### src/rtl/hbridge_gate_sequencer.sv
// H-bridge gate sequencer: turns PWM plus a direction request into four gate drives, with dead time,
// a coast interval before any reversal, and a latched overcurrent shutdown.
module hbridge_gate_sequencer #(
   parameter int unsigned DEAD_CYCLES  = 4,
   parameter int unsigned REVERSE_WAIT = 1000,
   parameter int unsigned CNT_W        = 16
) (
   input  logic       clk_i,
   input  logic       reset_l,
   input  logic       pwm_i,
   input  logic       dir_fwd_i,
   input  logic       dir_rev_i,
   input  logic       enable_i,
   input  logic       fault_i,
   input  logic       fault_clr_i,
   output logic       gate_ah_o,
   output logic       gate_al_o,
   output logic       gate_bh_o,
   output logic       gate_bl_o,
   output logic [2:0] state_o,
   output logic       fault_o
);

   typedef enum logic [2:0] {
      STOP      = 3'd0,
      DRIVE_FWD = 3'd1,
      DRIVE_REV = 3'd2,
      COAST     = 3'd3,
      FAULT     = 3'd4
   } state_t;

   localparam logic [7:0]       DEAD_M1    = 8'(DEAD_CYCLES - 1);
   localparam logic [CNT_W-1:0] COAST_LOAD = CNT_W'(REVERSE_WAIT);

   state_t           state;
   logic [5:0]       sync_a, sync_b;
   logic             pwm_s, dir_fwd_s, dir_rev_s, enable_s, fault_s, fault_clr_s;
   logic             pwm_d;
   logic             settle;
   logic [7:0]       dead_cnt, dead_cnt_nxt;
   logic [CNT_W-1:0] coast_cnt;
   logic             fwd_req, rev_req, pwm_edge, dead_done;

   always_ff @(posedge clk_i or negedge reset_l) begin
      if (!reset_l) begin
         sync_a <= '0;
         sync_b <= '0;
      end else begin
         sync_a <= {fault_clr_i, fault_i, enable_i, dir_rev_i, dir_fwd_i, pwm_i};
         sync_b <= sync_a;
      end
   end

   assign pwm_s       = sync_b[0];
   assign dir_fwd_s   = sync_b[1];
   assign dir_rev_s   = sync_b[2];
   assign enable_s    = sync_b[3];
   assign fault_s     = sync_b[4];
   assign fault_clr_s = sync_b[5];

   assign state_o = state;

   // settle holds the dead counter at zero for one extra cycle on drive entry,
   // so a fresh drive never asserts gates earlier than a pwm edge would allow.
   always_comb begin
      fwd_req   = dir_fwd_s & ~dir_rev_s & enable_s;
      rev_req   = dir_rev_s & ~dir_fwd_s & enable_s;
      pwm_edge  = pwm_s ^ pwm_d;
      dead_done = ~settle & ~pwm_edge & (dead_cnt >= DEAD_M1);
      if (settle || pwm_edge)
         dead_cnt_nxt = '0;
      else if (dead_cnt < DEAD_M1)
         dead_cnt_nxt = dead_cnt + 8'd1;
      else
         dead_cnt_nxt = dead_cnt;
   end

   always_ff @(posedge clk_i or negedge reset_l) begin
      if (!reset_l) begin
         state     <= STOP;
         gate_ah_o <= 1'b0;
         gate_al_o <= 1'b0;
         gate_bh_o <= 1'b0;
         gate_bl_o <= 1'b0;
         fault_o   <= 1'b0;
         pwm_d     <= 1'b0;
         settle    <= 1'b0;
         dead_cnt  <= '0;
         coast_cnt <= '0;
      end else begin
         pwm_d <= pwm_s;
         if (fault_s) begin
            state     <= FAULT;
            gate_ah_o <= 1'b0;
            gate_al_o <= 1'b0;
            gate_bh_o <= 1'b0;
            gate_bl_o <= 1'b0;
            fault_o   <= 1'b1;
            settle    <= 1'b0;
            dead_cnt  <= '0;
            coast_cnt <= '0;
         end else begin
            case (state)
               STOP: begin
                  gate_ah_o <= 1'b0;
                  gate_al_o <= 1'b0;
                  gate_bh_o <= 1'b0;
                  gate_bl_o <= 1'b0;
                  dead_cnt  <= '0;
                  if (fwd_req) begin
                     state  <= DRIVE_FWD;
                     settle <= 1'b1;
                  end else if (rev_req) begin
                     state  <= DRIVE_REV;
                     settle <= 1'b1;
                  end
               end
               DRIVE_FWD: begin
                  if (!fwd_req) begin
                     state     <= COAST;
                     coast_cnt <= COAST_LOAD;
                     gate_ah_o <= 1'b0;
                     gate_al_o <= 1'b0;
                     gate_bh_o <= 1'b0;
                     gate_bl_o <= 1'b0;
                     dead_cnt  <= '0;
                     settle    <= 1'b0;
                  end else begin
                     settle    <= 1'b0;
                     dead_cnt  <= dead_cnt_nxt;
                     gate_ah_o <= dead_done & pwm_s;
                     gate_al_o <= dead_done & ~pwm_s;
                     gate_bh_o <= 1'b0;
                     gate_bl_o <= gate_bl_o | dead_done;
                  end
               end
               DRIVE_REV: begin
                  if (!rev_req) begin
                     state     <= COAST;
                     coast_cnt <= COAST_LOAD;
                     gate_ah_o <= 1'b0;
                     gate_al_o <= 1'b0;
                     gate_bh_o <= 1'b0;
                     gate_bl_o <= 1'b0;
                     dead_cnt  <= '0;
                     settle    <= 1'b0;
                  end else begin
                     settle    <= 1'b0;
                     dead_cnt  <= dead_cnt_nxt;
                     gate_bh_o <= dead_done & pwm_s;
                     gate_bl_o <= dead_done & ~pwm_s;
                     gate_ah_o <= 1'b0;
                     gate_al_o <= gate_al_o | dead_done;
                  end
               end
               COAST: begin
                  gate_ah_o <= 1'b0;
                  gate_al_o <= 1'b0;
                  gate_bh_o <= 1'b0;
                  gate_bl_o <= 1'b0;
                  dead_cnt  <= '0;
                  // Leave on the last counted cycle so COAST lasts exactly REVERSE_WAIT cycles.
                  if (coast_cnt == CNT_W'(1) || coast_cnt == '0) begin
                     state     <= STOP;
                     coast_cnt <= '0;
                  end else begin
                     coast_cnt <= coast_cnt - 1'b1;
                  end
               end
               FAULT: begin
                  gate_ah_o <= 1'b0;
                  gate_al_o <= 1'b0;
                  gate_bh_o <= 1'b0;
                  gate_bl_o <= 1'b0;
                  dead_cnt  <= '0;
                  if (fault_clr_s) begin
                     state   <= STOP;
                     fault_o <= 1'b0;
                  end
               end
               default: begin
                  state     <= STOP;
                  gate_ah_o <= 1'b0;
                  gate_al_o <= 1'b0;
                  gate_bh_o <= 1'b0;
                  gate_bl_o <= 1'b0;
               end
            endcase
         end
      end
   end

endmodule

### config.mk
export PLATFORM = sky130hd
export DESIGN_NAME = hbridge_gate_sequencer
export DESIGN_NICKNAME = d
export VERILOG_FILES = /design/src/rtl/hbridge_gate_sequencer.sv
export SDC_FILE = /design/constraint.sdc
export NUM_CORES = 1
export LEC_CHECK = 0
export BUFFER_PORTS_ARGS = -buffer_cell sky130_fd_sc_hd__buf_4
export CAP_MARGIN = 15
export CORE_MARGIN = 2
export CORE_UTILIZATION = 30
export DETAILED_ROUTE_END_ITERATION = 12
export PLACE_DENSITY = 0.41
export SLEW_MARGIN = 0
export SYNTH_ARGS = -nofsm -noshare
export SYNTH_HDL_FRONTEND = slang
export SYNTH_SLANG_ARGS = --single-unit
### constraint.sdc
create_clock -name clk_i -period 2.85 [get_ports clk_i]
set_clock_uncertainty 0.1 [all_clocks]
set_input_delay 0.4275 -clock clk_i [delete_from_list [all_inputs] [get_ports clk_i]]
set_output_delay 0.4275 -clock clk_i [all_outputs]
set_load 0.05 [all_outputs]
# Yosys cells after proc, flatten, opt, wreduce, memory -nomap -nowiden
# Cells that the tools add are included.
# W data, S select, Z words.
# totals
register_bits	46
wordCells	97
out_inout_bits	8
# classes
bitwise_logic	16
eq_ne	10
n_mux	40
magnitude_cmp	2
reduce_logical	15
n_addsub	2
# ops
cell	count
$mux W16	4
$pmux W16 S3	1
$mux W8	5
$pmux W8 S3	1
$mux W3	7
$mux W1	18
$eq A16 B1 Y1 const B	1
$logic_not A16 Y1	1
$sub A16 B1 Y16 const B	1
$pmux W3 S5	1
$ne A3 B3 Y1 const B	4
$add A8 B1 Y8 const B	1
$and A1 B1 Y1	8
$ge A8 B2 Y1 const B	1
$lt A8 B2 Y1 const B	1
$reduce_bool A4 Y1	2
$eq A3 B2 Y1 const B	2
$pmux W1 S2	3
$not A1 Y1	5
$reduce_and A5 Y1	1
$ne A4 B4 Y1 const B	1
$reduce_and A2 Y1	2
$reduce_bool A2 Y1	2
$eq A3 B1 Y1 const B	1
other kinds (9)	11

# Depth between registers and ports, before layout
# Gate-level depths: netlist of run 1.
# depth
ltp_word	8
ltp_mapped	7
mapped_depth_nobuf	7

# Worst setup path after synthesis of run 1
# Ideal clock, no wire load.
# synth_timing
path_kind	reg-to-reg
startpoint	register state[0], in the netlist state_o[0]
endpoint	register coast_cnt[10]
t_arrival_ns	2.068
setup_slack_ns	0.613
period_less_slack_ns	2.237
setup_ns	0.069
stages_incl_launch_ff	8
path_buffers	2
cell_sequence	dfrtp_1 > buf_6 > inv_4 > or3_4 > buf_6 > a211o_4 > or3_1 > nand3_1
# synth_via
elab_chain_cells	3
word_cells_on_any_way	9
# synth_rtl
element	line	rtl
start, declared	35	state_t state;
start signal, assigned	80	state <= STOP;
start signal, assigned	93	state <= FAULT;
start signal, assigned	111	state <= DRIVE_FWD;
$eq A3 B2 Y1 / $eq A3 B1 Y1 (equally long branches)	103	case (state)
$ne A3 B3 Y1 (no line), or another cell as far along	--	
$reduce_and A3 Y1 (no line) / $mux W16 (equally long branches)	--	
end signal, assigned	167	coast_cnt <= coast_cnt - 1'b1;
end, declared	41	logic [CNT_W-1:0] coast_cnt;
# Parallel ways exist; a longest one is shown, timed or not.
# A chain may end at the register's enable or synchronous reset.

# Worst setup path after layout of run 1
# layout_timing
startpoint	register coast_cnt[0]
endpoint	register coast_cnt[10]
# layout_via
elab_chain_cells	5
word_cells_on_any_way	7
# layout_rtl
element	line	rtl
parallel branches: the longest is 2 deep, another holds $sub A16 B1 Y16	--	
$mux W16 *	163	if (coast_cnt == CNT_W'(1) || coast_cnt == '0) begin
$pmux W16 S3 *	103	
$mux W16 *	92	if (fault_s) begin
# Every way passes the cells marked *.

==> results of run 1 <==
[cells in the mapped netlist, types with 2 or more instances]
cell type  instances  area [sq um]
ha_1               3          37.5
clkbuf_1           3          11.3
o311ai_0           2          17.5
nor4_4             2          42.5
o31ai_1            2          15.0
a211oi_1           6          45.0
dfrtp_1           46          1150
buf_6              2          22.5
nand4_1            2          12.5
o21ai_0           14          70.1
xor2_1             3          26.3
nor3_1             7          35.0
nand3_1            8          40.0
mux2i_1            2          20.0
nand2_1           23          86.3
o311ai_1           2          17.5
nor2_1            13          48.8
nor2b_1            2          12.5
o211ai_1           4          30.0
o21ai_1            2          10.0
a21oi_1           14          70.1
a32oi_1            2          17.5
and2_1             8          50.1
or3_1              7          43.8
inv_1              6          22.5
nor4bb_1           3          30.0
a21boi_0           2          15.0
[report_power, final]
part | switching (mW) | internal [mW]
clock network | 0.228 | 0.195
registers | 0.0250 | 0.668
logic | 0.0767 | 0.0455
[cell type report]
cell class / instances / area share
flip-flops and latches: 46 / 0.448
multi-input cells: 157 / 0.402
repair buffers: 18 / 0.0526
well taps: 99 / 0.0482
clock buffers: 6 / 0.0321
inverters: 8 / 0.0127
clock inverters: 2 / 0.00487
[path summary, 6_finish.rpt]
path | startpoint | endpoint | cells after the start
worst max-delay path | coast_cnt[0]$_DFFE_PN0P_ | coast_cnt[10]$_DFFE_PN0P_ | 7
max in group asynchronous | reset_l | dead_cnt[4]$_DFFE_PN0P_ | 1
worst min-delay path | reset_l | coast_cnt[7]$_DFFE_PN0P_ | 1
worst min register to register | sync_a[4]$_DFF_PN0_ | sync_b[4]$_DFF_PN0_ | 0
min in group clk_i | enable_i | sync_a[3]$_DFF_PN0_ | 1
worst max register to register | coast_cnt[0]$_DFFE_PN0P_ | coast_cnt[10]$_DFFE_PN0P_ | 7
[metrics by stage]
| step | instances | setup WS (ns) | hold WS [ns] | utilization | instance area [sq um] |
|---|---|---|---|---|---|
| 2_1_floorplan | 218 | 0.613 | 0.0319 | - | 2260 |
| 3_3_place_gp | 328 | 0.510 | 0.232 | 0.339 | 2470 |
| 3_5_place_dp | 328 | 0.497 | 0.235 | 0.339 | 2470 |
| 4_1_cts | 336 | 0.488 | 0.0605 | 0.352 | 2570 |
| 5_1_grt | 336 | 0.270 | 0.0751 | 0.352 | 2570 |
| 6_report | 336 | 0.503 | 0.0179 | 0.352 | 2570 |
[flip-flops by register name (all words and copies together), names as in the netlist]
| register | flops |
|---|---|
| state_o | 3 |
| gate_bl_o | 1 |
| pwm_d | 1 |
| dead_cnt | 8 |
| gate_ah_o | 1 |
| fault_o | 1 |
| settle | 1 |
| coast_cnt | 16 |
| sync_b | 6 |
| gate_al_o | 1 |
| sync_a | 6 |
| gate_bh_o | 1 |
[logic make-up after synthesis]
family                     count (synthesis)
buffers and inverters                     15
AOI/OAI and AO/OA                         60
xor gates and xnor gates                   4
adders and majority gates                  3
and+or+nand+nor                           87
muxes                                      3
DFF                                       46
[routing by layer]
| metal | up-vias | global-route usage | part of all wire |
|---|---|---|---|
| li1 | 849 | - | - |
| met1 | 776 | 0.185 | 0.52 |
| met3 | 4 | 0.0292 | 0.034 |
| met4 | 0 | 0.0379 | 0.012 |
| met5 | - | 0 | 0 |
| met2 | 22 | 0.191 | 0.43 |
[cell usage in the layout (no fill, tap or decap), types with 2 or more instances in the layout]
cell      Yosys  final
nor2b_1       2      2
or3_1         7      7
o211ai_1      4      4
nor2_1       13     13
buf_4         1     18
and2_1        8      8
nor4bb_1      3      3
inv_1         6      6
nor4_4        2      2
xor2_1        3      3
nand4_1       2      2
o311ai_1      2      2
clkbuf_8      0      6
o311ai_0      2      2
a21boi_0      2      2
dfrtp_1      46     46
nor3_1        7      7
a21oi_1      14     14
nand3_1       8      8
o31ai_1       2      2
o21ai_1       2      2
o21ai_0      14     14
mux2i_1       2      2
nand2_1      23     23
a211oi_1      6      6
ha_1          3      3
a32oi_1       2      2
==> results.sh, run 1 <==
export IMPL_row_count=31
export IMPL_layout_drive_gt1_share=0.169
export IMPL_postRouteAntennaNets=0
export IMPL_cts_buffers=5
export IMPL_required_ns=2.98
export IMPL_synthAdderAreaFrac=0.0166
export IMPL_fmax_mhz=426
export IMPL_synth_edf_count=0
export IMPL_cp_arrival_ns=2.48
export IMPL_worstSetupStartpointType="register"
export IMPL_overflow=0
export IMPL_multi_input_area_sq_um=1030
export IMPL_gp_congestion=0.757
export IMPL_num_antenna_cells=0
export IMPL_dr_first_iter_drc_count=98
export IMPL_synth_top_family_by_area="simple AND/OR/NAND/NOR gates"
export IMPL_synth_xor_area_frac=0.0155
export IMPL_cts_repair_resized=0
export IMPL_grt_use_total=0.128
export IMPL_drv_slew=0
export IMPL_antenna_found_initial=0
export IMPL_core_sq_um=7290
export IMPL_wl_mm=4.85
export IMPL_remaining_drc_errors=0
export IMPL_die_height_um=90.8
export IMPL_avgSynthCellArea_sq_um=10.4
export IMPL_dp_hpwl_mm=3.36
export IMPL_hold_violations=0
export IMPL_ys_flop_type="dfrtp_1"
export IMPL_finalCriticalPeriod_ns=2.35
export IMPL_cts_setup_buffers=0
export IMPL_setup_viol=0
export IMPL_cp_cell_sequence="inv_1, ha_1, nor4b_2, nand2_1, or3_1, or3_1, nand3_1"
export IMPL_yosysSeqAreaShare=0.509
export IMPL_slew_headroom=0.475
export IMPL_ff2ff_setup_slack_ns=0.50
export IMPL_crit_family="simple AND/OR/NAND/NOR gates"
export IMPL_grt_pass1_wl_mm=8.41
export IMPL_cts_tree="done"
export IMPL_ctsHoldBuffers=0
export IMPL_path_max_fanout=6
export IMPL_dr_pass1_iters=4
export IMPL_viasPerCell=4.91
export IMPL_critPathKind="register to register"
export IMPL_syn_nets=229
export IMPL_register_area_sq_um=1150
export IMPL_leakagePower_nw=1.14
export IMPL_grt_max_degree=47
export IMPL_cp_slowest_cell="nor4b_2"
export IMPL_fin_nets=247
export IMPL_vdd_drop_max_mv=0.232
export IMPL_worst_pin_slew_ns=0.784
export IMPL_fin_crit_sh=0.824
export IMPL_grt_pass1_vias=1630
export IMPL_clkTransAtPathRegs_ns=0.10
export IMPL_ys_warn_count=0
export IMPL_design_portCount=16
export IMPL_max_stage_delay_ns=0.53
export IMPL_synth_compound_area_frac=0.178
export IMPL_fillers=779
export IMPL_wl_per_cell_um=14.4
export IMPL_cp_end_kind="register"
export IMPL_vias=1651
export IMPL_power_mw=1.24
export IMPL_dieArea_sq_um=8250
export IMPL_area_delta_synth_final_pct=13.6
export IMPL_yosys_area_share_simple=0.233
export IMPL_rsz0062_at_grt="false"
export IMPL_p_per_area_nw_per_um2=482
export IMPL_start_util=0.310
export IMPL_cts_htree_levels=2
export IMPL_path_buf_inv=1
export IMPL_clock_path_buffers=2
export IMPL_clock_sinks=46
export IMPL_synth_area_mux_share=0.0138
export IMPL_hp_class="input pin to async pin"
export IMPL_clock_latency_ns=0.30
export IMPL_cap_violations=0
export IMPL_port_buffers=15
export IMPL_status="completed"
export IMPL_syn_inst=218
export IMPL_die_x_um=90.8
export IMPL_setup_tns_ns=0
export IMPL_synth_distinct_cells=55
export IMPL_synth_seq_cells=46
export IMPL_async_flop_share=1.00
export IMPL_cts_root_buf="clkbuf_8"
export IMPL_syn_area_sq_um=2260
export IMPL_critical_path_most_common_cell="or3_1"
(Power assumes the default switching activity.)
==> run 2: changes to the inputs <==
Clock period 2.85 ns to 2.2 ns, I/O delays scaled along.
==> run 2 against run 1 <==
Net effect: cell count is 3.9% higher; design area rose by 4.8%; utilization increased by 1.7 points; global-route usage grew 0.53 points; critical path type unchanged; highest routed layer unchanged.
==> results.sh, run 2 (synthesis gave the netlist of run 1 again) <==
export IMPL_cts_buffers=5
export IMPL_cts_tree="done"
export IMPL_top_register="coast_cnt"
export IMPL_start_util=0.310
export IMPL_crit_family="compound AO/OA/AOI/OAI gates"
export IMPL_reg_top3="coast_cnt: 16 flops, dead_cnt: 8 flops"
export IMPL_final_area_sq_um=2690
export IMPL_p_sw_uw=439
export IMPL_dr_pass1_iters=4
export IMPL_core_sq_um=7290
export IMPL_die_x_um=90.8
export IMPL_clkTransAtPathRegs_ns=0.09
export IMPL_p_comb_frac=0.109
export IMPL_swShare=0.269
export IMPL_grt_pass1_wl_mm=8.85
export IMPL_cts_htree_levels=2
export IMPL_final_common_cell="dfrtp_1"
export IMPL_gp_congestion=0.742
export IMPL_clock_sinks=46
export IMPL_worstSetupStartpointType="register"
export IMPL_clock_latency_ns=0.30
export IMPL_worst_pin_slew_ns=0.601
export IMPL_path_max_fanout=9
export IMPL_vdd_drop_max_mv=0.236
export IMPL_grt_pass1_vias=1704
export IMPL_cts_setup_buffers=0
export IMPL_fillers=771
export IMPL_power_frac_clock=0.342
export IMPL_max_stage_delay_ns=0.43
export IMPL_postRouteAntennaNets=0
export IMPL_fin_crit_sh=0.928
export IMPL_die_height_um=90.8
export IMPL_critPathKind="register to register"
export IMPL_antenna_found_initial=0
export IMPL_final_cell_mix="dfrtp_1 (44), buf_4 (30), nand2_1 (23)"
export IMPL_placedCellCount=340
export IMPL_largest_register_ffs=16
export IMPL_rsz0062_at_grt="false"
export IMPL_cp_slowest_cell="dfrtp_1"
export IMPL_remaining_drc_errors=0
export IMPL_grt_use_total=0.133
export IMPL_layout_cells_non_filler=349
export IMPL_path_buf_inv=1
export IMPL_cp_cell_sequence="inv_1, ha_1, o21bai_2, nor4_4, a211o_4, or3_1, nand3_1"
export IMPL_cp_end_kind="register"
export IMPL_wl_mm=5.01
export IMPL_grt_max_degree=47
export IMPL_dp_hpwl_mm=3.44
export IMPL_layout_drive_gt1_share=0.220
export IMPL_slew_headroom=0.599
export IMPL_dieArea_sq_um=8250
export IMPL_finalCriticalPeriod_ns=2.04
export IMPL_fin_nets=260
export IMPL_row_count=31
export IMPL_dr_first_iter_drc_count=107
export IMPL_leakagePower_nw=1.21
export IMPL_power_mw=1.63
export IMPL_overflow=0
export IMPL_viasPerCell=4.91
export IMPL_pwr_share_seq=0.550
export IMPL_wl_per_cell_um=14.4
export IMPL_setup_tns_ns=0
export IMPL_p_per_area_nw_per_um2=605
export IMPL_required_ns=2.35
export IMPL_area_delta_synth_final_pct=19.0
export IMPL_internal_power_mw=1.19
export IMPL_port_buffers=15
export IMPL_setup_viol=0
export IMPL_cts_root_buf="clkbuf_8"
export IMPL_hp_class="input pin to register"
export IMPL_num_antenna_cells=0
export IMPL_clock_path_buffers=2
export IMPL_final_util=0.369
export IMPL_fmax_mhz=490
export IMPL_hold_violations=0
export IMPL_design_portCount=16
export IMPL_status="completed"
export IMPL_cap_violations=0
export IMPL_placed_area_sq_um=2570
export IMPL_cp_arrival_ns=2.19
export IMPL_drv_slew=0
export IMPL_vias=1715
==> run 2: through the flow <==
step | worst slack, ns | hold WS, ns
after floorplan | 0.0743 | -0.0656
after global placement | 0.0571 | 0.233
after detailed placement | -0.0120 | 0.236
after CTS | 0.0438 | 0.0170
after global routing | 0.00331 | 0.00105
final | 0.158 | 0.0248
==> run 2: what timing repair did <==
action                                  in CTS  in global routing
gates resized for setup                      1                  2
endpoints found under the setup margin       6                  7
cloned                                       0                  0
pin swaps                                    0                  1
hold endpoints to repair                    46                  0
hold buffers                                 1                  0
==> run 2: path summary, 6_finish.rpt <==
kind,start,end,slack [ns],cells past startpoint
max reg2reg,coast_cnt[0]$_DFFE_PN0P_,coast_cnt[10]$_DFFE_PN0P_,0.16,7
max in group asynchronous,reset_l,state_o[1]$_DFFE_PN0P_,1.10,2
max,coast_cnt[0]$_DFFE_PN0P_,coast_cnt[10]$_DFFE_PN0P_,0.16,7
min,pwm_i,sync_a[0]$_DFF_PN0_,0.02,1
min in group asynchronous,reset_l,coast_cnt[13]$_DFFE_PN0P_,0.45,2
min reg2reg,sync_a[1]$_DFF_PN0_,sync_b[1]$_DFF_PN0_,0.25,0
==> run 2: layout make-up <==
type	instances	area, sq um	share of cell area
Sequential cell	46	1150	0.428
Multi-Input combinational cell	157	1050	0.391
Timing Repair Buffer	31	235	0.0874
Tap cell	99	124	0.0460
Clock buffer	6	82.6	0.0307
Inverter	8	32.5	0.0121
Clock inverter	2	12.5	0.00465
==> run 2: metal layers <==
metal,vias up,global-route usage,share of wire
li1,855,-,-
met1,828,0.203,0.52
met2,28,0.185,0.44
met3,4,0.0275,0.032
met4,0,0.0467,0.0084
met5,-,0,0
==> run 2: power groups by stage <==
stage          combinational, mW  clock (mW)  sequential (mW)
2_1_floorplan             0.0958           0            0.918
3_3_place_gp               0.179           0            0.913
3_5_place_dp               0.178           0            0.912
4_1_cts                    0.181       0.579            0.896
5_1_grt                    0.198       0.625            0.901
6_report                   0.177       0.557            0.896
==> run 3: changes to the inputs <==
Settings changed: RECOVER_POWER from default to 25.
==> run 3 against run 2 <==
Net effect: clock power hardly changed; register-to-register slack about the same; critical path depth unchanged; routed wire length decreased by 0.18%; maximum frequency unchanged; count of clock-buffer cells in the layout is the same; sequential cell count is the same; utilization is essentially flat; design area barely moved; largest cell class unchanged; via count stayed put; setup slack unchanged.
==> results.sh, run 3 (synthesis gave the netlist of run 1 again) <==
export IMPL_status="completed"
export IMPL_die_height_um=90.8
export IMPL_hp_class="input pin to register"
export IMPL_final_cell_mix="dfrtp_1 (44), nand2_1 (23), buf_4 (23)"
export IMPL_clkTransAtPathRegs_ns=0.09
export IMPL_rsz0062_at_grt="false"
export IMPL_wl_met3_um=163
export IMPL_die_x_um=90.8
export IMPL_postRouteAntennaNets=0
export IMPL_overflow=0
export IMPL_setup_tns_ns=0
export IMPL_cts_tree="done"
export IMPL_dr_first_iter_drc_count=107
export IMPL_power_mw=1.63
export IMPL_core_sq_um=7290
export IMPL_required_ns=2.35
export IMPL_hold_violations=0
export IMPL_viasPerCell=4.91
export IMPL_internal_power_mw=1.19
export IMPL_path_max_fanout=9
export IMPL_cp_slowest_cell="dfrtp_1"
export IMPL_row_count=31
export IMPL_vias=1715
export IMPL_grt_pass1_wl_mm=8.85
export IMPL_p_per_area_nw_per_um2=605
export IMPL_wl_mm=5.00
export IMPL_fin_crit_sh=0.928
export IMPL_dr_pass1_iters=4
export IMPL_cp_end_kind="register"
export IMPL_dieArea_sq_um=8250
export IMPL_grt_pass1_vias=1704
export IMPL_port_buffers=15
export IMPL_clock_sinks=46
export IMPL_slew_headroom=0.222
export IMPL_grt_max_degree=47
export IMPL_reg_top3="coast_cnt: 16 flops, dead_cnt: 8 flops"
export IMPL_worstSetupStartpointType="register"
export IMPL_cts_setup_buffers=0
export IMPL_vdd_drop_max_mv=0.236
export IMPL_num_antenna_cells=0
export IMPL_design_portCount=16
export IMPL_layout_drive_gt1_share=0.220
export IMPL_gp_congestion=0.742
export IMPL_setup_viol=0
export IMPL_dp_hpwl_mm=3.44
export IMPL_cp_arrival_ns=2.19
export IMPL_top_layer="met4"
export IMPL_clock_path_buffers=2
export IMPL_cts_buffers=5
export IMPL_cp_cell_sequence="inv_1, ha_1, o21bai_2, nor4_4, a211o_4, or3_1, nand3_1"
export IMPL_drv_slew=0
export IMPL_antenna_found_initial=0
export IMPL_clock_latency_ns=0.30
export IMPL_p_sw_uw=439
export IMPL_wl_per_cell_um=14.3
export IMPL_fin_nets=260
export IMPL_fmax_mhz=490
export IMPL_cts_htree_levels=2
export IMPL_finalCriticalPeriod_ns=2.04
export IMPL_largest_register_ffs=16
export IMPL_wl_met1_mm=2.61
export IMPL_worst_pin_slew_ns=1.17
export IMPL_area_delta_synth_final_pct=18.9
export IMPL_remaining_drc_errors=0
export IMPL_placed_area_sq_um=2570
export IMPL_swShare=0.269
export IMPL_top_register="coast_cnt"
export IMPL_p_comb_frac=0.108
export IMPL_crit_family="compound AO/OA/AOI/OAI gates"
export IMPL_path_buf_inv=1
export IMPL_power_frac_clock=0.342
export IMPL_leakagePower_nw=1.21
export IMPL_grt_use_total=0.133
export IMPL_placedCellCount=340
export IMPL_critPathKind="register to register"
export IMPL_final_area_sq_um=2690
export IMPL_pwr_share_seq=0.550
export IMPL_final_common_cell="dfrtp_1"
export IMPL_max_stage_delay_ns=0.43
export IMPL_cts_root_buf="clkbuf_8"
export IMPL_wl_met2_mm=2.18
export IMPL_cap_violations=0
export IMPL_start_util=0.310
export IMPL_layout_cells_non_filler=349
==> run 3: cell types whose count changed in the layout (fill, tap and decap cells not counted), sizes merged <==
cell	before	now
buf	30	23
clkbuf	6	13
==> run 3: metrics by stage <==
step	hold WS (ns)	util	worst slack [ns]
after CTS	0.0170	0.368	0.0438
after detailed placement	0.236	0.352	-0.0120
after floorplan	-0.0656	-	0.0743
final	0.0468	0.369	0.158
after global placement	0.233	0.352	0.0571
after global routing	0.0240	0.369	0.00331
==> run 3: cell type report <==
| type | count | area (sq um) |
|---|---|---|
| multi-input combinational | 157 | 1050 |
| clock inverter | 2 | 12.5 |
| inverter | 8 | 32.5 |
| sequential | 46 | 1150 |
| tap | 99 | 124 |
| timing repair buffer | 31 | 233 |
| clock buffer | 6 | 82.6 |
| fill | 772 | 4600 |
==> run 3: layer usage <==
layer / vias up / track usage
li1: 855 / -
met1: 828 / 0.203
met2: 28 / 0.185
met3: 4 / 0.0275
met4: 0 / 0.0467
met5: - / 0
==> run 3: power by group through the flow <==
stage          clock network, mW  logic (mW)  registers (mW)
6_report                   0.557       0.176           0.896
3_3_place_gp                   0       0.179           0.913
2_1_floorplan                  0      0.0958           0.918
5_1_grt                    0.625       0.197           0.901
3_5_place_dp                   0       0.178           0.912
4_1_cts                    0.579       0.181           0.896
==> run 3: repair_timing <==
item,CTS,global route
hold buffers,1,0
setup endpoints to repair,6,7
hold endpoints to repair,46,0
resized for setup,1,2
pin swaps,0,1
==> run 3: worst paths after layout <==
kind,end,slack [ns],start,cells past startpoint
setup / recovery,coast_cnt[10]$_DFFE_PN0P_,0.16,coast_cnt[0]$_DFFE_PN0P_,7
hold / removal,sync_a[0]$_DFF_PN0_,0.05,pwm_i,1
setup reg to reg,coast_cnt[10]$_DFFE_PN0P_,0.16,coast_cnt[0]$_DFFE_PN0P_,7
hold reg to reg,sync_b[1]$_DFF_PN0_,0.25,sync_a[1]$_DFF_PN0_,0
max in group asynchronous,state_o[1]$_DFFE_PN0P_,0.53,reset_l,2
min in group asynchronous,coast_cnt[13]$_DFFE_PN0P_,0.67,reset_l,2
==> run 3: worst reg2reg max path, delay by kind of cell (launching register included) <==
kind,cells,cell delay (ns)
and+or+nand+nor,3,0.53
buffers and inverters,1,0.06
adders and majority gates,1,0.24
DFF,1,0.43
AOI/OAI and AO/OA,2,0.62
